### src/rtl/fetch_queue_if.sv
// rtl/fetch_queue_if.sv - fetch front end handshake bundle
// Purpose: groups the redirect/halt controls, the instruction-memory port and
//          the decode-facing head-of-queue handshake of fetch_queue.
// Ports (signals):
//   redirect, redirect_pc     EX-stage flush and new fetch PC
//   halt                      stop issuing fetches
//   if_ready                  decode accepts the head entry
//   imem_req, imem_addr       instruction-memory read request
//   imem_rdata                read data, one cycle after imem_req
//   if_valid, if_pc, if_instr head entry of the queue
//   count                     queue occupancy
// Modports: master = fetch_queue side, slave = core/memory side.
interface fetch_queue_if #(
  parameter int PC_W  = 9,
  parameter int INS_W = 32,
  parameter int DEPTH = 4
);
  localparam int CW = $clog2(DEPTH) + 1;

  logic             redirect;
  logic [PC_W-1:0]  redirect_pc;
  logic             halt;
  logic             if_ready;
  logic             imem_req;
  logic [PC_W-1:0]  imem_addr;
  logic [INS_W-1:0] imem_rdata;
  logic             if_valid;
  logic [PC_W-1:0]  if_pc;
  logic [INS_W-1:0] if_instr;
  logic [CW-1:0]    count;

  modport master (
    input  redirect, redirect_pc, halt, if_ready, imem_rdata,
    output imem_req, imem_addr, if_valid, if_pc, if_instr, count
  );

  modport slave (
    output redirect, redirect_pc, halt, if_ready, imem_rdata,
    input  imem_req, imem_addr, if_valid, if_pc, if_instr, count
  );
endinterface

### src/rtl/fetch_queue.sv
// rtl/fetch_queue.sv - RV32 instruction fetch PC, imem request and IF queue
// Purpose: owns the fetch PC, issues one word read per cycle to a synchronous
//          instruction memory while credits allow, buffers {pc, instr} pairs
//          in a DEPTH-entry FIFO drained by decode, and flushes on redirect.
// Ports:
//   clk     rising-edge clock
//   reset   asynchronous active-low reset
//   io_bus  fetch_queue_if.master (redirect/halt, imem port, decode handshake)
module fetch_queue #(
  parameter int PC_W  = 9,
  parameter int INS_W = 32,
  parameter int DEPTH = 4
) (
  input  logic          clk,
  input  logic          reset,
  fetch_queue_if.master io_bus
);
  localparam int PW = $clog2(DEPTH);
  localparam int CW = PW + 1;

  logic [PC_W-1:0]  r_fetch_pc;
  logic [PC_W-1:0]  r_pc_mem    [DEPTH];
  logic [INS_W-1:0] r_instr_mem [DEPTH];
  logic [PW-1:0]    r_rd_ptr;
  logic [PW-1:0]    r_wr_ptr;
  logic [CW-1:0]    r_count;
  logic             r_inflight;
  logic [PC_W-1:0]  r_inflight_pc;

  logic [CW:0]      w_occ;
  logic             w_req;
  logic             w_push;
  logic             w_pop;

  // A request only issues when a slot is reserved for its response: the
  // buffered entries plus the one in flight must leave room. A pop in the
  // same cycle does not count as a credit, which keeps the path short.
  assign w_occ  = {1'b0, r_count} + (CW+1)'(r_inflight);
  assign w_req  = reset && !io_bus.halt && !io_bus.redirect &&
                  (w_occ < (CW+1)'(DEPTH));
  assign w_push = r_inflight && !io_bus.redirect;
  assign w_pop  = (r_count != '0) && io_bus.if_ready;

  assign io_bus.imem_req  = w_req;
  assign io_bus.imem_addr = r_fetch_pc;
  assign io_bus.if_valid  = (r_count != '0);
  assign io_bus.if_pc     = r_pc_mem[r_rd_ptr];
  assign io_bus.if_instr  = r_instr_mem[r_rd_ptr];
  assign io_bus.count     = r_count;

  always_ff @(posedge clk or negedge reset) begin
    if (!reset) begin
      r_fetch_pc    <= '0;
      r_rd_ptr      <= '0;
      r_wr_ptr      <= '0;
      r_count       <= '0;
      r_inflight    <= 1'b0;
      r_inflight_pc <= '0;
      for (int i = 0; i < DEPTH; i++) begin
        r_pc_mem[i]    <= '0;
        r_instr_mem[i] <= '0;
      end
    end else if (io_bus.redirect) begin
      // Flush wins: the response landing this cycle and any coincident pop
      // leave no trace in the queue state.
      r_fetch_pc <= {io_bus.redirect_pc[PC_W-1:2], 2'b00};
      r_rd_ptr   <= '0;
      r_wr_ptr   <= '0;
      r_count    <= '0;
      r_inflight <= 1'b0;
    end else begin
      r_inflight <= w_req;
      if (w_req) begin
        r_inflight_pc <= r_fetch_pc;
        r_fetch_pc    <= r_fetch_pc + PC_W'(4);
      end
      if (w_push) begin
        r_pc_mem[r_wr_ptr]    <= r_inflight_pc;
        r_instr_mem[r_wr_ptr] <= io_bus.imem_rdata;
        r_wr_ptr              <= r_wr_ptr + 1'b1;
      end
      if (w_pop) begin
        r_rd_ptr <= r_rd_ptr + 1'b1;
      end
      r_count <= r_count + CW'(w_push) - CW'(w_pop);
    end
  end
endmodule

### src/flat_wrapper.sv
// flat-port wrapper written by rule: the top's interface ports become plain ports
module fetch_queue_flat 
#(
  parameter int PC_W  = 9,
  parameter int INS_W = 32,
  parameter int DEPTH = 4
)
  (clk, reset, io_bus_redirect, io_bus_redirect_pc, io_bus_halt, io_bus_if_ready, io_bus_imem_rdata, io_bus_imem_req, io_bus_imem_addr, io_bus_if_valid, io_bus_if_pc, io_bus_if_instr, io_bus_count);
  fetch_queue_if #(.PC_W(PC_W), .INS_W(INS_W), .DEPTH(DEPTH)) io_bus_i ();
  input  logic clk;
  input  logic reset;
  input wire logic [$bits(io_bus_i.redirect)-1:0] io_bus_redirect;
  input wire logic [$bits(io_bus_i.redirect_pc)-1:0] io_bus_redirect_pc;
  input wire logic [$bits(io_bus_i.halt)-1:0] io_bus_halt;
  input wire logic [$bits(io_bus_i.if_ready)-1:0] io_bus_if_ready;
  input wire logic [$bits(io_bus_i.imem_rdata)-1:0] io_bus_imem_rdata;
  output wire logic [$bits(io_bus_i.imem_req)-1:0] io_bus_imem_req;
  output wire logic [$bits(io_bus_i.imem_addr)-1:0] io_bus_imem_addr;
  output wire logic [$bits(io_bus_i.if_valid)-1:0] io_bus_if_valid;
  output wire logic [$bits(io_bus_i.if_pc)-1:0] io_bus_if_pc;
  output wire logic [$bits(io_bus_i.if_instr)-1:0] io_bus_if_instr;
  output wire logic [$bits(io_bus_i.count)-1:0] io_bus_count;
  assign io_bus_i.redirect = io_bus_redirect;
  assign io_bus_i.redirect_pc = io_bus_redirect_pc;
  assign io_bus_i.halt = io_bus_halt;
  assign io_bus_i.if_ready = io_bus_if_ready;
  assign io_bus_i.imem_rdata = io_bus_imem_rdata;
  assign io_bus_imem_req = io_bus_i.imem_req;
  assign io_bus_imem_addr = io_bus_i.imem_addr;
  assign io_bus_if_valid = io_bus_i.if_valid;
  assign io_bus_if_pc = io_bus_i.if_pc;
  assign io_bus_if_instr = io_bus_i.if_instr;
  assign io_bus_count = io_bus_i.count;
  fetch_queue #(.PC_W(PC_W), .INS_W(INS_W), .DEPTH(DEPTH)) u_core (.clk(clk), .reset(reset), .io_bus(io_bus_i));
endmodule
### config.mk
export PLATFORM = sky130hd
export DESIGN_NAME = fetch_queue_flat
export DESIGN_NICKNAME = d
export VERILOG_FILES = /design/src/rtl/fetch_queue_if.sv /design/src/rtl/fetch_queue.sv /design/src/flat_wrapper.sv
export SDC_FILE = /design/constraint.sdc
export NUM_CORES = 1
export LEC_CHECK = 0
export CAP_MARGIN = 20
export CORE_MARGIN = 5
export CORE_UTILIZATION = 57
export CTS_CLUSTER_SIZE = 16
export DETAILED_ROUTE_END_ITERATION = 6
export PLACE_DENSITY = 0.82
export SYNTH_ARGS = -nofsm -noshare
export SYNTH_HDL_FRONTEND = slang
export SYNTH_SLANG_ARGS = --single-unit
### constraint.sdc
create_clock -name clk -period 4.3 [get_ports clk]
set_input_delay 0.86 -clock clk [delete_from_list [all_inputs] [get_ports clk]]
set_output_delay 0.86 -clock clk [all_outputs]
set_load 0.05 [all_outputs]
[After elaboration in Yosys (flattened, before gate mapping)]
Cells that the tools add are included.
Storage, ports and cells
  flip-flop bits (word level): 190
  output and inout port bits: 55
  logic and storage cells: 61
  bits of input ports: 46
Cells by class
  magnitude comparators: 4
  muxes and demuxes: 20
  add/subtract/negate cells: 6
  reduce and logical (&&, ||, !) cells: 14
  bitwise gates (word level): 3
Operator list (number)
  bitwise mux 128 bit: 1
  two-way mux 32 bit: 3
  binary-select mux 32 bit (select 2 bit): 1
  demux 32 bit (select 2 bit): 1
  two-way mux 9 bit: 5
  bitwise mux 36 bit: 1
  binary-select mux 9 bit (select 2 bit): 1
  demux 9 bit (select 2 bit): 1
  adder 9 x 3 -> 9 bit, second input constant: 1
  two-way mux 2 bit: 4
  >= comparator 3 bit, second input constant: 2
  logical AND 1 bit: 6
  inverter 2 -> 3 bit: 2
  nonzero test 2 bit: 3
  adder 2 x 1 -> 2 bit, second input constant: 2
  adder 3 x 1 -> 4 bit: 1
  < comparator 4 x 3 -> 1 bit, second input constant: 1
  AND reduction 2 bit: 2
  adder 3 x 1 -> 3 bit: 1
  < comparator 3 x 1 -> 1 bit, second input constant: 1
  two-way mux 3 bit: 1
  nonzero test 3 bit: 1
  subtractor 3 x 1 -> 3 bit: 1
  zero test 1 bit: 2
  2 further kinds: 2

[Depth between registers and ports, before layout]
Gate-level depths: netlist of run 1.
  word-level depth: 6
  gate-level depth with buffers: 8
  gate-level depth less buffers: 8

[Least setup slack after synthesis of run 1]
OpenSTA, ideal clock, no wires.
  path kind: input-to-output
  start point: in io_bus_redirect
  end point: out io_bus_imem_req
  buffers on the path: 0
  required time: 3440 ps
  cell stages on the path: 3
  arrival time: 1641 ps
  slack: 1799 ps
  cells stage by stage: nor3b_2 o211ai_4 inv_1
On the way
  word-level cells in the longest chain between the ends: 3
Ends and longest elaborated chain
  start: declaration: line flat_wrapper.sv:12  | input wire logic [$bits(io_bus_i.redirect)-1:0] io_bus_redirect;
  zero test 1 bit: line fetch_queue.sv:39  | assign w_req = reset && !io_bus.halt && !io_bus.redirect &&
  logical AND 1 bit (2 in a row): line fetch_queue.sv:39
  end: declaration: line flat_wrapper.sv:17  | output wire logic [$bits(io_bus_i.imem_req)-1:0] io_bus_imem_req;
Every way passes these cells.

[Final worst setup path of run 1]
  start point: reg u_core.r_rd_ptr[0]
  end point: out io_bus_if_pc[3]
On the way
  word-level cells in the longest chain between the ends: 4
Ends and longest elaborated chain
  start: declaration: line fetch_queue.sv:24  | logic [PW-1:0] r_rd_ptr;
  start signal: assignment: line fetch_queue.sv:83  | r_rd_ptr <= r_rd_ptr + 1'b1;
  inverter 2 -> 3 bit (not written as such): line fetch_queue.sv:47  | assign io_bus.if_pc = r_pc_mem[r_rd_ptr];
  binary-select mux 9 bit (select 2 bit): line fetch_queue.sv:47
  two-way mux 9 bit (not written as such) (2 in a row): line fetch_queue.sv:47
  end: declaration: line flat_wrapper.sv:20  | output wire logic [$bits(io_bus_i.if_pc)-1:0] io_bus_if_pc;
Every way passes these cells. The select of a mux whose other input is x is not followed.

==> results of run 1 <==
## state kept, by name, indices dropped and copies added (netlist names)
signal                   cells
u_core.r_instr_mem         128
u_core.r_pc_mem             28
u_core.io_bus.imem_addr      7
u_core.r_inflight_pc         7
u_core.io_bus.count          3
u_core.r_rd_ptr              2
u_core.r_wr_ptr              2
u_core.r_inflight            1
## stage by stage
stage	total power [mW]	hold slack, ns	cell area, µm²	utilization, %
after detailed placement	4.818	0.4887	9052	65.98
after floorplan	3.988	0.4738	7918	-
after CTS	6.375	0.3210	9651	70.34
after global routing	6.586	0.3311	9678	70.54
final	6.313	0.3229	9678	70.54
after global placement	4.752	0.4811	9052	65.98
## cell usage in the layout (no fill, tap or decap), types with 2 or more instances in the layout
| cell | count |
|---|---|
| mux4_2 | 39 |
| clkinvlp_4 | 4 |
| dfrtp_2 | 2 |
| conb_1 | 4 |
| buf_12 | 7 |
| mux2i_1 | 5 |
| buf_4 | 4 |
| a21o_1 | 2 |
| clkdlybuf4s50_1 | 92 |
| inv_1 | 7 |
| clkinv_4 | 2 |
| o41ai_1 | 2 |
| a211oi_1 | 2 |
| dfrtp_1 | 176 |
| ha_1 | 8 |
| nor2_1 | 8 |
| mux2_2 | 163 |
| nand2_2 | 4 |
| nand3_1 | 4 |
| clkinv_2 | 3 |
| a21oi_1 | 2 |
| clkbuf_8 | 3 |
| xnor2_1 | 5 |
| bufinv_16 | 2 |
| nand2_1 | 6 |
| xor2_1 | 2 |
| clkbuf_16 | 17 |
## worst register-to-register path, stage by stage, from the launching register on
cell	delay, ns
dfrtp_1	0.47
o31a_1	0.39
ha_1	0.29
inv_1	0.05
ha_1	0.13
inv_1	0.05
fa_1	0.38
xnor2_1	0.15
nor2_1	0.05
## area by class of cell
type	count	area [µm²]
clock buffer	20	466.7
clock inverter	12	131.4
fill	924	4041
inverter	7	26.28
multi-input combinational	271	3242
sequential	178	4457
tap	180	225.2
timing repair buffer	105	1130
## routing by layer
layer  routed length, µm  share of wire [%]  track usage (%)
met5                   0                  0                0
met4                 157                1.0            6.742
met3                 810                5.2            5.292
met2                7589                 49            32.66
met1                6914                 45            28.78
## final timing paths
kind,start,endpoint,slack (ns),depth (start not counted)
setup / recovery,u_core.r_rd_ptr[0],io_bus_if_pc[3],0.66,3
hold / removal,reset,u_core.r_instr_mem[47],0.32,1
setup reg to reg,u_core.io_bus.count[1],u_core.io_bus.count[2],2.24,8
hold reg to reg,u_core.r_pc_mem[2],u_core.r_pc_mem[2],0.50,1
max in group asynchronous,reset,u_core.r_pc_mem[33],2.88,2
min in group clk,u_core.r_pc_mem[2],u_core.r_pc_mem[2],0.50,1
## kinds of logic (layout without fill, tap and decap cells)
group           count (synthesis)  after routing
fa+ha+maj                       9              9
xor+xnor                        7              7
compound gates                 15             15
flops                         178            178
mux                           207            207
other cells                     1              4
simple gates                   29             29
buf+inv                        39            144
## power by group
part	total (mW)	internal (mW)	switching, mW
combinational	2.54	1.10	1.44
sequential	2.23	1.98	0.252
clock	1.54	0.902	0.638
total	6.31	3.98	2.33
==> results by group, run 1 <==
Floorplan
  – Cell Rows: 43
  – Core area: 13,720 µm²
  – I/O pin cnt: 101
  – Die X: 127.8 µm
  – Height of the die: 127.8 µm
  – Die area: 16,330 µm²
  – Starting Density: 57.63%

Drt
  – WL final: 15,470 µm
  – Post-route ant nets: 0
  – Vias post-DR: 4,456
  – Drt first pass iters: 4
  – DRC viols: 0
  – Wirelength per Cell: 20.02 µm
  – Starting DRT DRC Count: 263
  – Vias per std cell: 5.765

Place
  – GP Congestion: 0.8225
  – Post-place setup slack: 1.026 ns
  – DP Wirelength: 9847 µm
  – Inst Count DP: 740
  – Port bufs: 94

Clocking
  – H-tree Lvls: 4
  – CTS tree: yes
  – CTS buffer count: 17
  – Clock Tree Root: clkbuf_16
  – Postcts setup bufs: 0
  – Clk sink count: 178
  – Post-cts sizing count: 0
  – Clock Tree Buf Depth: 2
  – Clock Latency Late Sink: 0.42 ns
  – Worst-path clk slew: 0.06 ns
  – Hold-fix buffers, CTS: 0

Worst hold path
  – Hold WC Path Type: input port to async pin

Yosys
  – Post-synth top area share: 56.34%
  – Count leader, synth: dfrtp_1
  – Netlist Area Pre-Place: 7906 µm²
  – Yosys reg bits: 178
  – Post-synthesis xor/xnor area fraction: 0.7754%
  – Synth top area cells: dfrtp_1 56%, mux2_2 23%, mux4_2 11%
  – Main combinational cell family by area after synthesis: multiplexers
  – Avg Inst Size Synth: 16.30 µm²
  – Cell accounting for the most synthesized area: dfrtp_1
  – Syn. warnings: 0
  – Count of different cell masters after synthesis: 35
  – Seq/Total Area, Yosys: 56.34%
  – EDFF count, synth: 0
  – Commonest cells post-synth: 178 x dfrtp_1, 163 x mux2_2, 39 x mux4_2
  – Multiplexer share of the synthesized area: 34.96%
  – Simple-gate area share of the yosys netlist: 1.852%
  – Async SR Flop Fraction: 100.0%
  – Top_reg_cell synth: dfrtp_1
  – Synth Area in Compound Gates: 1.583%
  – Cells after synthesis: 485
  – Area share of fa/ha/maj cells after synthesis: 1.519%

Critical path
  – Setup Crit Path Kind: register to output port
  – Setup crit end kind: output port
  – CP max-delay cell: clkdlybuf4s50_1
  – Slowest cell delay on critical path: 0.72 ns
  – CP max FO: 15
  – Worst setup SP type: register
  – Critical Path RT: 3.44 ns
  – Critical path arrival: 2.78 ns
  – Worst-path cell chain: buf_4, mux4_2, clkdlybuf4s50_1
  – Critical path buffers and inverters: 2
  – Top Family by Delay on Critical Path: buffers and inverters

STA
  – Fin Setup TNS: 0 ns
  – Final hold viol count: 0
  – RSZ-0062 raised after global routing: false
  – Worst-case clock skew: 0.004806 ns
  – Tcrit/Tclk final: 84.63%
  – Post-layout min period: 3.639 ns
  – Achievable Freq: 274.8 MHz
  – Final setup vio count: 0
  – Pins Over Slew Limit: 0
  – Worst-Margin Slew: 0.7532 ns
  – Setup ws final: 0.6607 ns
  – Max_slew headroom: 49.79%

Layout
  – Ant diodes: 0
  – Cell Count, Final, Fillers Out: 773
  – Area grow syn2layout: 22.41%
  – Share of cells above drive strength 1: 43.17%
  – Final #Nets: 635

Job
  – Max cap viols: 0

Global route
  – Total GRT Usage: 20.78%
  – First-pass GRT wire length: 26,410 µm
  – Initial antenna violation count: 0
  – Overflow after GRT: 0
  – Vias in the first global route: 5,091
  – Pin count of the biggest net entering global routing: 81

Power
  – Leak: 4.476 nW
  – VDD IR max: 475.2 µV
  – Power per cell area: 652.3 nW/µm²

Run status
  – Status: finished, final reports clean
Power figures use the tool's default switching activity.
==> inputs of run 2 (changes only) <==
- CORE_UTILIZATION: 57 -> 55
- PLACE_DENSITY: 0.82 -> 0.79
- clock period: 4.3 -> 3.69 ns (I/O delays scaled with it)
==> run 2 against run 1 <==
Net effect:
- utilization is 1.5 points lower
- die area is 3.3% higher
- sequential power is 17% higher
- sequential share of layout area is 0.11 points higher
- highest routed layer unchanged
- via count is 0.96% higher
- worst setup slack worse by 0.35 ns
- non-clock buffer count is 4 higher
- power is 16% higher
- clock power is 15% higher
- register-to-register slack worse by 0.61 ns
==> results by group, run 2 (synthesis results as in run 1) <==
Critical path
  – Setup crit end kind: output port
  – Worst setup SP type: register
  – Critical Path RT: 2.95 ns
  – Slowest cell delay on critical path: 0.72 ns
  – Critical path buffers and inverters: 2
  – Setup Crit Path Kind: register to output port
  – Critical path arrival: 2.64 ns
  – CP max-delay cell: clkdlybuf4s50_1
  – Worst-path cell chain: buf_12, mux4_2, clkdlybuf4s50_1
  – Top Family by Delay on Critical Path: buffers and inverters
  – CP max FO: 17

Drt
  – Vias post-DR: 4,499
  – WL final: 15,990 µm
  – Vias per std cell: 5.805
  – Post-route ant nets: 0
  – Drt first pass iters: 4
  – Wirelength per Cell: 20.63 µm
  – Starting DRT DRC Count: 263
  – DRC viols: 0

STA
  – Pins Over Slew Limit: 0
  – Final setup vio count: 0
  – Worst-Margin Slew: 0.6188 ns
  – Tcrit/Tclk final: 91.61%
  – Achievable Freq: 295.8 MHz
  – RSZ-0062 raised after global routing: false
  – Fin Setup TNS: 0 ns
  – Worst-case clock skew: 0.008597 ns
  – Max_slew headroom: 58.55%
  – Final hold viol count: 0
  – Hold slack: 0.4172 ns
  – Post-layout min period: 3.380 ns

Floorplan
  – Cell Rows: 43
  – Core area: 13,990 µm²
  – Die area: 16,870 µm²
  – Die X: 129.9 µm
  – Starting Density: 56.52%
  – Height of the die: 129.9 µm
  – I/O pin cnt: 101

Clocking
  – Worst-path clk slew: 0.06 ns
  – Clock Latency Late Sink: 0.42 ns
  – Hold-fix buffers, CTS: 0
  – Postcts setup bufs: 0
  – CTS buffer count: 17
  – Clk sink count: 178
  – CTS tree: yes
  – Clock Tree Buf Depth: 2
  – Post-cts sizing count: 0
  – H-tree Lvls: 4
  – Clock Tree Root: clkbuf_16

Layout
  – Share of cells above drive strength 1: 42.35%
  – Commonest non-fill, non-tap cell in the layout: dfrtp_1
  – Area grow syn2layout: 22.11%
  – Final #Nets: 639
  – Most frequent cells in the layout: 176 x dfrtp_1, 163 x mux2_2, 92 x clkdlybuf4s50_1, 39 x mux4_2, 17 x clkbuf_16
  – Max reg flops: 128
  – Ant diodes: 0
  – Fill cells: 938
  – Biggest regs: u_core.r_instr_mem: 128 flops, u_core.r_pc_mem: 28 flops
  – Most flops, register: u_core.r_instr_mem

Global route
  – First-pass GRT wire length: 26,720 µm
  – Pin count of the biggest net entering global routing: 64
  – Total GRT Usage: 20.76%
  – Initial antenna violation count: 0
  – Overflow after GRT: 0
  – Vias in the first global route: 5,092

Place
  – Port bufs: 94
  – DP Wirelength: 10,630 µm
  – GP Congestion: 0.7929

Power
  – VDD IR max: 778.2 µV
  – Power per cell area: 761.6 nW/µm²
  – Leak: 4.466 nW

Run status
  – Status: finished, final reports clean

Worst hold path
  – Hold WC Path Type: input port to async pin

Job
  – Max cap viols: 0
-- run 2: worst paths after layout --
check                                    endpoint  cells after the start                   start  slack [ns]
min                        u_core.io_bus.count[1]                      2                   reset        0.42
min in group clk           u_core.r_instr_mem[13]                      1  u_core.r_instr_mem[13]        0.50
min reg2reg                u_core.r_instr_mem[13]                      1  u_core.r_instr_mem[13]        0.50
max reg2reg                u_core.io_bus.count[2]                      8  u_core.io_bus.count[1]        1.63
max in group asynchronous  u_core.r_instr_mem[21]                      4                   reset        2.09
max                           io_bus_if_instr[16]                      3      u_core.r_rd_ptr[0]        0.31
-- run 2: per-stage QoR --
| step | total power, mW | cells | utilization, % | worst slack [ns] | instance area (µm²) |
|---|---|---|---|---|---|
| global placement | 5.563 | 744 | 64.75 | 0.6752 | 9057 |
| finish | 7.353 | 775 | 69.02 | 0.3098 | 9654 |
| detailed placement | 5.659 | 745 | 64.95 | 0.5754 | 9085 |
| CTS | 7.442 | 775 | 69.02 | 0.2409 | 9654 |
| global route | 7.679 | 775 | 69.02 | 0.1500 | 9654 |
| floorplan | 4.648 | 488 | - | 1.340 | 7918 |
-- run 2: per-layer routing --
metal | vias to the layer above | global-route usage, % | wire (µm)
met5 | - | 0 | 0
met4 | 0 | 5.868 | 166
met3 | 18 | 5.444 | 771
met2 | 113 | 33.76 | 7997
met1 | 2385 | 28.03 | 7056
li1 | 1983 | - | -
-- run 2: area by class of cell --
type,instances,area [µm²],area share (%)
Tap cell,180,225.2,2.333
Inverter,7,26.28,0.2722
Clock inverter,6,107.6,1.115
Multi-Input combinational cell,271,3242,33.58
Sequential cell,178,4457,46.16
Timing Repair Buffer,109,1135,11.75
Clock buffer,24,461.7,4.782
-- run 2: power breakdown --
| part | internal (mW) | total (mW) | switching [mW] |
|---|---|---|---|
| logic | 1.29 | 2.99 | 1.70 |
| clock network | 1.07 | 1.77 | 0.691 |
| registers | 2.31 | 2.60 | 0.292 |
==> inputs of run 3 (changes only) <==
- SETUP_SLACK_MARGIN: default -> 0.5
- clock period: 3.69 -> 3.4 ns (I/O delays scaled with it)
==> run 3 against run 2 <==
Net effect:
- utilization shrank 0.054 points
- die area did not move
- final area hardly changed
- first-iteration DRC count down 12%
- wire length is 0.60% lower
- power is 7.8% higher
- combinational power up 2%
- sequential share of layout area about the same
- clock skew decreased by 0.0050 ns
- critical endpoint is now io_bus_if_instr[2]
==> results by group, run 3 (synthesis results as in run 1) <==
Run status
  – Status: finished, final reports clean

Place
  – Inst Count DP: 746
  – Port bufs: 94
  – DP Wirelength: 10,090 µm
  – GP Congestion: 0.7797

Critical path
  – Worst-path cell chain: buf_4, mux4_2, dlygate4sd2_1
  – Worst reg2reg endpoint: u_core.io_bus.count[2]
  – Critical path arrival: 2.11 ns
  – CP max FO: 13
  – Slowest cell delay on critical path: 0.57 ns
  – Worst setup SP type: register
  – Worst r2r src: u_core.io_bus.count[1]
  – Cells on worst reg2reg path: 8
  – Critical Path RT: 2.72 ns
  – Setup Crit Path Kind: register to output port
  – Setup crit end kind: output port
  – Start point of the critical path: u_core.r_rd_ptr[0]
  – Reg2Reg Setup Slack: 1.31 ns
  – CP max-delay cell: mux4_2

STA
  – Pins Over Slew Limit: 0
  – RSZ-0062 raised after global routing: false
  – Final hold viol count: 0
  – Final setup vio count: 0
  – Worst-case clock skew: 0.003605 ns
  – Worst-Margin Slew: 0.7891 ns
  – Post-layout min period: 2.789 ns
  – Achievable Freq: 358.5 MHz
  – Fin Setup TNS: 0 ns
  – Hold slack: 0.1306 ns
  – Tcrit/Tclk final: 82.04%
  – Max_slew headroom: 47.39%

Layout
  – Final Util: 68.96%
  – Biggest regs: u_core.r_instr_mem: 128 flops, u_core.r_pc_mem: 28 flops
  – Ant diodes: 0
  – Share of cells above drive strength 1: 43.48%
  – Fill cells: 942
  – Most flops, register: u_core.r_instr_mem
  – Final #Nets: 640
  – Most frequent cells in the layout: 176 x dfrtp_1, 163 x mux2_2, 53 x clkdlybuf4s50_1, 39 x mux4_2, 39 x dlygate4sd2_1
  – Commonest non-fill, non-tap cell in the layout: dfrtp_1
  – Max reg flops: 128
  – Cell Count, Final, Fillers Out: 778
  – Area grow syn2layout: 22.01%

Global route
  – First-pass GRT wire length: 26,530 µm
  – Total GRT Usage: 20.64%
  – Overflow after GRT: 0
  – Initial antenna violation count: 0
  – Pin count of the biggest net entering global routing: 65
  – Vias in the first global route: 5,062

Power
  – Clk pwr share: 26.6%
  – Logic pwr share: 38.4%
  – Pint: 5.010 mW
  – P_sw: 2.914 mW
  – Sequential power share: 35.1%
  – VDD IR max: 685.7 µV
  – Power per cell area: 821.4 nW/µm²
  – Switching share of power: 36.78%
  – Leak: 4.589 nW

Drt
  – DRC viols: 0
  – Vias per std cell: 5.711
  – Vias post-DR: 4,443
  – Post-route ant nets: 0
  – Drt first pass iters: 5
  – Starting DRT DRC Count: 231
  – WL final: 15,900 µm
  – Wirelength per Cell: 20.43 µm

Floorplan
  – Cell Rows: 43
  – Die area: 16,870 µm²
  – Starting Density: 56.52%
  – Height of the die: 129.9 µm
  – Core area: 13,990 µm²
  – Die X: 129.9 µm
  – I/O pin cnt: 101

Worst hold path
  – Hold WC Path Type: input port to async pin

Job
  – Max cap viols: 0

Clocking
  – Hold-fix buffers, CTS: 0
  – Worst-path clk slew: 0.06 ns
  – CTS buffer count: 17
  – Clk sink count: 178
  – H-tree Lvls: 4
  – Clock Latency Late Sink: 0.42 ns
  – Clock Tree Root: clkbuf_16
  – Clock Tree Buf Depth: 2
  – CTS tree: yes
  – Postcts setup bufs: 0
run 3: stage by stage:
step	instance area (µm²)	setup slack [ns]	power, mW
floorplan	7918	1.108	5.044
global placement	9047	0.6953	6.020
detailed placement	9047	0.6523	6.093
CTS	9647	0.5664	8.006
global route	9647	0.5114	8.273
finish	9647	0.6108	7.924
run 3: final cells by class:
cell class / count / area [µm²] / area share, %
Clock inverter: 9 / 150.1 / 1.556
Tap cell: 180 / 225.2 / 2.335
Multi-Input combinational cell: 271 / 3242 / 33.61
Sequential cell: 178 / 4457 / 46.20
Inverter: 7 / 26.28 / 0.2724
Clock buffer: 23 / 498.0 / 5.162
Timing Repair Buffer: 110 / 1049 / 10.87
run 3: metal layers:
layer / global-route usage, % / up-vias / wire length (µm)
met2: 33.97 / 103 / 7970
met4: 5.501 / 0 / 176
li1: - / 1988 / -
met3: 5.690 / 16 / 807
met1: 27.43 / 2336 / 6941
met5: 0 / - / 0
run 3: how the worst max path moves through the flow:
stage / to / slack, ns
after floorplan: io_bus_imem_req / 1.11
after global placement: u_core.r_instr_mem[46] / 0.70
after detailed placement: u_core.r_instr_mem[125] / 0.65
after CTS: io_bus_if_instr[2] / 0.57
after global routing: io_bus_imem_req / 0.51
final: io_bus_if_instr[2] / 0.61
run 3: what timing repair did:
item                                   4_1_cts  5_1_grt
endpoints found under the hold margin        0        0
setup endpoints to repair                   39        0
resized for setup                           39        0
run 3: critical path: cells and delay by family, from the launching register on:
family | cells | cell delay [ns]
buffers and inverters | 2 | 0.72
multiplexers | 1 | 0.57
flip-flops | 1 | 0.39
run 3: power by group through the flow:
stage	sequential (mW)	combinational [mW]	clock [mW]
CTS	2.78	3.09	2.14
global route	2.83	3.21	2.23
floorplan	2.80	2.25	0
detailed placement	2.80	3.29	0
global placement	2.77	3.25	0
finish	2.78	3.04	2.11
